`src/rtl/uart_rx_ctrl.sv`:
```
// UART receive-side controller: RX FIFO / holding register, line-status bits,
// trigger-level indication and character-timeout FSM.
module uart_rx_ctrl #(
  parameter int DEPTH = 16,
  parameter int AW    = 4
) (
  input  logic       clk,
  input  logic       rst,
  input  logic       baud_pulse,
  input  logic       push,
  input  logic [7:0] din,
  input  logic       pe_in,
  input  logic       fe_in,
  input  logic       bi_in,
  input  logic       fifo_en,
  input  logic       rx_fifo_rst,
  input  logic [1:0] rx_trig,
  input  logic [1:0] wls,
  input  logic       pen,
  input  logic       stb,
  input  logic       rd,
  input  logic       lsr_rd,
  output logic [7:0] dout,
  output logic       dr,
  output logic       oe,
  output logic       pe,
  output logic       fe,
  output logic       bi,
  output logic       fifo_err,
  output logic [4:0] count,
  output logic       trig_hit,
  output logic       timeout
);

  typedef enum logic [1:0] {IDLE, COUNT, EXPIRED} to_state_e;

  localparam logic [AW:0] FULL = (AW+1)'(DEPTH);

  logic [10:0]   mem_q [DEPTH];
  logic [10:0]   hold_q, hold_d;
  logic [AW-1:0] wp_q, wp_d, rp_q, rp_d;
  logic [AW:0]   count_q, count_d, err_q, err_d, lvl;
  logic          oe_q, oe_d, trig_q, trig_d, fen_q;
  logic          flush, do_pop, do_push, ovr, to_clr;
  logic [10:0]   wentry, head;
  logic [3:0]    bits;
  logic [9:0]    limit, tcnt_q;
  logic          timeout_q;
  to_state_e     st_q;

  // Head entry comes from whichever store the registered mode last filled.
  assign head   = fen_q ? mem_q[rp_q] : hold_q;
  assign wentry = {bi_in, fe_in, pe_in, din};

  always_comb begin
    flush   = rx_fifo_rst | (fifo_en != fen_q);
    wp_d    = wp_q;
    rp_d    = rp_q;
    count_d = count_q;
    err_d   = err_q;
    hold_d  = hold_q;
    do_pop  = 1'b0;
    do_push = 1'b0;
    ovr     = 1'b0;
    if (flush) begin
      wp_d    = '0;
      rp_d    = '0;
      count_d = '0;
      err_d   = '0;
    end else if (fifo_en) begin
      do_pop  = rd && (count_q != '0);
      do_push = push && ((count_q != FULL) || do_pop);
      ovr     = push && !do_push;
      if (do_pop)  rp_d = rp_q + AW'(1);
      if (do_push) wp_d = wp_q + AW'(1);
      count_d = count_q + (AW+1)'(do_push) - (AW+1)'(do_pop);
      err_d   = err_q + (AW+1)'(do_push & (|wentry[10:8]))
                      - (AW+1)'(do_pop & (|head[10:8]));
    end else begin
      if (push) begin
        hold_d  = wentry;
        count_d = (AW+1)'(1);
        ovr     = (count_q != '0) && !rd;
      end else if (rd && (count_q != '0)) begin
        count_d = '0;
      end
    end
    oe_d = ovr ? 1'b1 : (lsr_rd ? 1'b0 : oe_q);
    case (rx_trig)
      2'b00:   lvl = (AW+1)'(1);
      2'b01:   lvl = (AW+1)'(4);
      2'b10:   lvl = (AW+1)'(8);
      default: lvl = (AW+1)'(14);
    endcase
    // Trigger follows the registered count, so it lags a count change by one clk.
    trig_d = fifo_en ? (count_q >= lvl) : (count_q != '0);
  end

  always_ff @(posedge clk) begin
    if (rst) begin
      wp_q    <= '0;
      rp_q    <= '0;
      count_q <= '0;
      err_q   <= '0;
      oe_q    <= 1'b0;
      trig_q  <= 1'b0;
      fen_q   <= 1'b0;
    end else begin
      wp_q    <= wp_d;
      rp_q    <= rp_d;
      count_q <= count_d;
      err_q   <= err_d;
      oe_q    <= oe_d;
      trig_q  <= trig_d;
      fen_q   <= fifo_en;
    end
  end

  always_ff @(posedge clk) begin
    hold_q <= hold_d;
    if (do_push) mem_q[wp_q] <= wentry;
  end

  // Character time in bits; the limit is four character times of 16x ticks.
  assign bits   = 4'd7 + {2'b00, wls} + {3'b000, pen} + {3'b000, stb};
  assign limit  = {bits, 6'b000000};
  assign to_clr = push | rd | flush | !fifo_en | (count_q == '0);

  always_ff @(posedge clk) begin
    if (rst || to_clr) begin
      st_q      <= IDLE;
      tcnt_q    <= '0;
      timeout_q <= 1'b0;
    end else begin
      case (st_q)
        IDLE:  st_q <= COUNT;
        COUNT: begin
          if (baud_pulse) begin
            if (tcnt_q >= limit - 10'd1) begin
              st_q      <= EXPIRED;
              timeout_q <= 1'b1;
            end else begin
              tcnt_q <= tcnt_q + 10'd1;
            end
          end
        end
        default: st_q <= EXPIRED;
      endcase
    end
  end

  assign dout     = head[7:0];
  assign dr       = (count_q != '0);
  assign pe       = dr & head[8];
  assign fe       = dr & head[9];
  assign bi       = dr & head[10];
  assign oe       = oe_q;
  assign fifo_err = fifo_en & (err_q != '0);
  assign count    = count_q;
  assign trig_hit = trig_q;
  assign timeout  = timeout_q;

endmodule

```
`config.mk`:
```
export PLATFORM = sky130hd
export DESIGN_NAME = uart_rx_ctrl
export DESIGN_NICKNAME = d
export VERILOG_FILES = /design/src/rtl/uart_rx_ctrl.sv
export SDC_FILE = /design/constraint.sdc
export NUM_CORES = 1
export LEC_CHECK = 0
export CELL_PAD_IN_SITES_DETAIL_PLACEMENT = 0
export CELL_PAD_IN_SITES_GLOBAL_PLACEMENT = 1
export CORE_UTILIZATION = 55
export DETAILED_ROUTE_END_ITERATION = 8
export PLACE_DENSITY = 0.83
export SYNTH_ARGS = -nofsm -noshare
export SYNTH_HDL_FRONTEND = slang
export SYNTH_SLANG_ARGS = --single-unit
```
`constraint.sdc`:
```
create_clock -name clk -period 5.2 [get_ports clk]
set_clock_uncertainty 0.1 [all_clocks]
set_input_delay 0.78 -clock clk [delete_from_list [all_inputs] [get_ports clk]]
set_output_delay 0.78 -clock clk [all_outputs]
set_load 0.01 [all_outputs]
```
==> impl_metrics.yaml <==
routing:
  wl_met3_um: 936
  drt-total-wl_mm: 19.15
  wirelength_met1_mm: 7.819
  wl_per_cell_um: 21.54
  avgViaCountPerCell: 5.856
  top_layer: "met4"
  wl_met2_mm: 10.00
  vias: 5206
  first_pass_iters: 4
  ant_nets: 0
  drt_iter0_markers: 355
  drc: 0
hold_path:
  hp-class: "reg2reg"
cts:
  clockRootBuffer: "clkbuf_16"
  cts_tree: "yes"
  cts_sinks: 225
  postCtsSetupBuffers: 0
  htreeDepth: 1
  clock_latency_ns: 0.51
  clock_path_buffers: 3
  cts_hold_buf: 0
  numCtsBuffers: 23
  path_clk_slew_ns: 0.06
  ctsResizeCount: 0
global_route:
  grt_pass1_wl_mm: 29.99
  grt_antenna_before_repair: 0
  grt_overflow: 0
  grt_use_total_pct: 22.65
  grt_pass1_vias: 5333
  grt_start_max_net_pins: 31
cells_and_area:
  area_growth_pct: 15.86
  final_cells: 889
  fin_util_pct: 65.74
  drive_gt1_share_pct: 17.49
  seq_area_um2: 6379
  layout.nets: 714
  fin_area_um2: 10980
  multiInputGateArea_um2: 2874
  diodes: 0
  fillCellCount: 1163
logic_synthesis:
  synth-simple-area-share_pct: 6.047
  netlist-cell-type-count: 43
  yosys.area_share.adder_pct: 4.595
  async_flop_share_pct: 0
  synth_top_family_by_area: "multiplexers"
  synth-edff-count: 187
  synth_cells: 588
  synth_nets: 646
  synthXorXnorAreaFrac_pct: 1.848
  synthMuxAreaShare_pct: 13.49
  synth-compound-area-share_pct: 4.080
  synth_seq_area_share_pct: 67.28
  avgSynthCellArea_um2: 16.12
  yosysWarningCount: 0
  synth_ff_type: "edfxtp_1"
  ys_ff_latch: 225
  synth_area_um2: 9477
power_and_ir_drop:
  internal_power_mw: 2.870
  combPwrFrac_pct: 3.5
  p_sw_mw: 0.7279
  sw_frac_of_total_pct: 20.23
  ir_drop_uv: 439.0
  power_leakage_nw: 3.602
  power.density_nw_per_um2: 327.7
  seq_power_share_pct: 54.5
  p_clk_share_pct: 42.0
floorplan:
  initial_core_util_pct: 56.74
  num_rows: 47
  die_w_um: 133.3
  ios: 46
  fp.coreArea_um2: 16700
  die_area_um2: 17760
  die_h_um: 133.3
setup_path:
  path_class: "reg2out"
  crit_fanout: 24
  critPathRequiredTime_ns: 4.32
  worst_setup_path_start_kind: "flip-flop"
  end_kind: "output port"
  worst_ep_arrival_time_ns: 3.34
place:
  portBuffers: 45
  place_inst: 851
  placed_cell_area_um2: 10290
  globalplace.congestion: 0.7727
  place_hpwl_mm: 11.86
timing:
  worst_pin_slew_ns: 0.8044
  finalSetupViolCount: 0
  fin_crit_sh_pct: 81.11
  fmax_mhz: 237.1
  slew_headroom_pct: 46.01
  whs_ns: 0.3661
  slew_viol_final: 0
  rsz0062_at_grt: "no"
  hold_viol: 0
  fin_crit_ns: 4.218
  tns_ns: 0
run:
  maxCapViolations: 0
status:
  status: "completed"
==> logic make-up after synthesis <==
logic type,after synthesis
mux,68
fa+ha+maj,33
xor+xnor,20
simple gates,124
flops,225
buf+inv,59
compound gates,59
==> flip-flops by register name, indices dropped and copies added, names as in the netlist, named ones only <==
signal and count:
fen_q 1, rp_q 4, mem_q 176, st_q 2
timeout 1, trig_hit 1, wp_q 4, err_q 5
hold_q 11, oe 1, tcnt_q 10, count 5
==> worst max-delay path, cell delays in order (launching register included) <==
cell	delay (ns)
dfxtp_2	0.70
buf_12	0.30
mux4_2	0.54
mux4_2	0.47
mux2_2	0.30
clkdlybuf4s50_1	0.49
==> power by group through the flow <==
| stage | registers, mW | clock network [mW] | logic [mW] |
|---|---|---|---|
| 6_report | 1.96 | 1.51 | 0.125 |
| 4_1_cts | 1.96 | 1.54 | 0.126 |
| 3_5_place_dp | 2.00 | 0 | 0.125 |
| 2_1_floorplan | 2.00 | 0 | 0.0604 |
| 5_1_grt | 1.96 | 1.61 | 0.139 |
| 3_3_place_gp | 2.00 | 0 | 0.120 |
==> through the flow <==
stage	power, mW	worst slack, ns
2_1_floorplan	2.057	1.556
3_3_place_gp	2.119	0.9432
3_5_place_dp	2.124	0.8479
4_1_cts	3.624	0.9275
5_1_grt	3.711	0.7575
6_report	3.598	0.9824
==> path summary, 6_finish.rpt <==
kind                   startpoint                     to  slack, ns  depth (start not counted)
max                     flip-flop                dout[6]       0.98                          5
max reg2reg             flip-flop  err_q[4]$_SDFFE_PP0P_       1.02                         18
min reg2reg  timeout$_SDFFE_PP0P_   timeout$_SDFFE_PP0P_       0.37                          2
min          timeout$_SDFFE_PP0P_   timeout$_SDFFE_PP0P_       0.37                          2
==> placed cells by master (no fill, tap or decap), drive strengths merged, types with 3 or more instances in the layout <==
master and count:
nand2b 6, nand3 6, o2111ai 3, xor2 13
nand4 3, nor2 57, or3 5, clkdlybuf4s50 45
nor3 7, nor2b 7, nand3b 3, ha 30
o21ai 11, and2 4, a211oi 4, a311oi 4
buf 24, mux2 8, a221oi 3, mux4 47
a21oi 19, fa 3, clkinv 9, mux2i 13
and3 3, a31oi 6, edfxtp 187, nand2 20
inv 34, xnor2 7, dfxtp 38, clkbuf 26
==> layer usage <==
metal / GRT usage, % / vias up
met3: 3.272 / 28
met2: 40.34 / 157
met1: 29.17 / 2638
met5: 0 / -
li1: - / 2383
met4: 5.934 / 0
==> synth_stat cells (6+ instances only) <==
library cell  instances  area share (%)
edfxtp_1            187              59
nor2_1               57             2.3
mux4_2               47              11
dfxtp_1              38             8.0
inv_1                33             1.3
ha_1                 30             4.0
nand2_1              20            0.79
a21oi_1              18            0.95
mux2i_1              13             1.4
xor2_1               13             1.2
clkbuf_1             12            0.48
o21ai_0              10            0.53
mux2_2                8            0.95
nor2b_1               7            0.46
nor3_1                7            0.37
xnor2_1               7            0.65
a31oi_1               6            0.40
buf_2                 6            0.32
nand2b_1              6            0.40
nand3_1               6            0.32
==> cell type report <==
class,instances,share of cell area [%]
Timing Repair Buffer,69,5.858
Inverter,33,1.128
Multi-Input combinational cell,304,26.18
Sequential cell,225,58.10
Tap cell,220,2.507
Clock inverter,12,0.8889
Clock buffer,26,5.345
(Power assumes the default switching activity.)
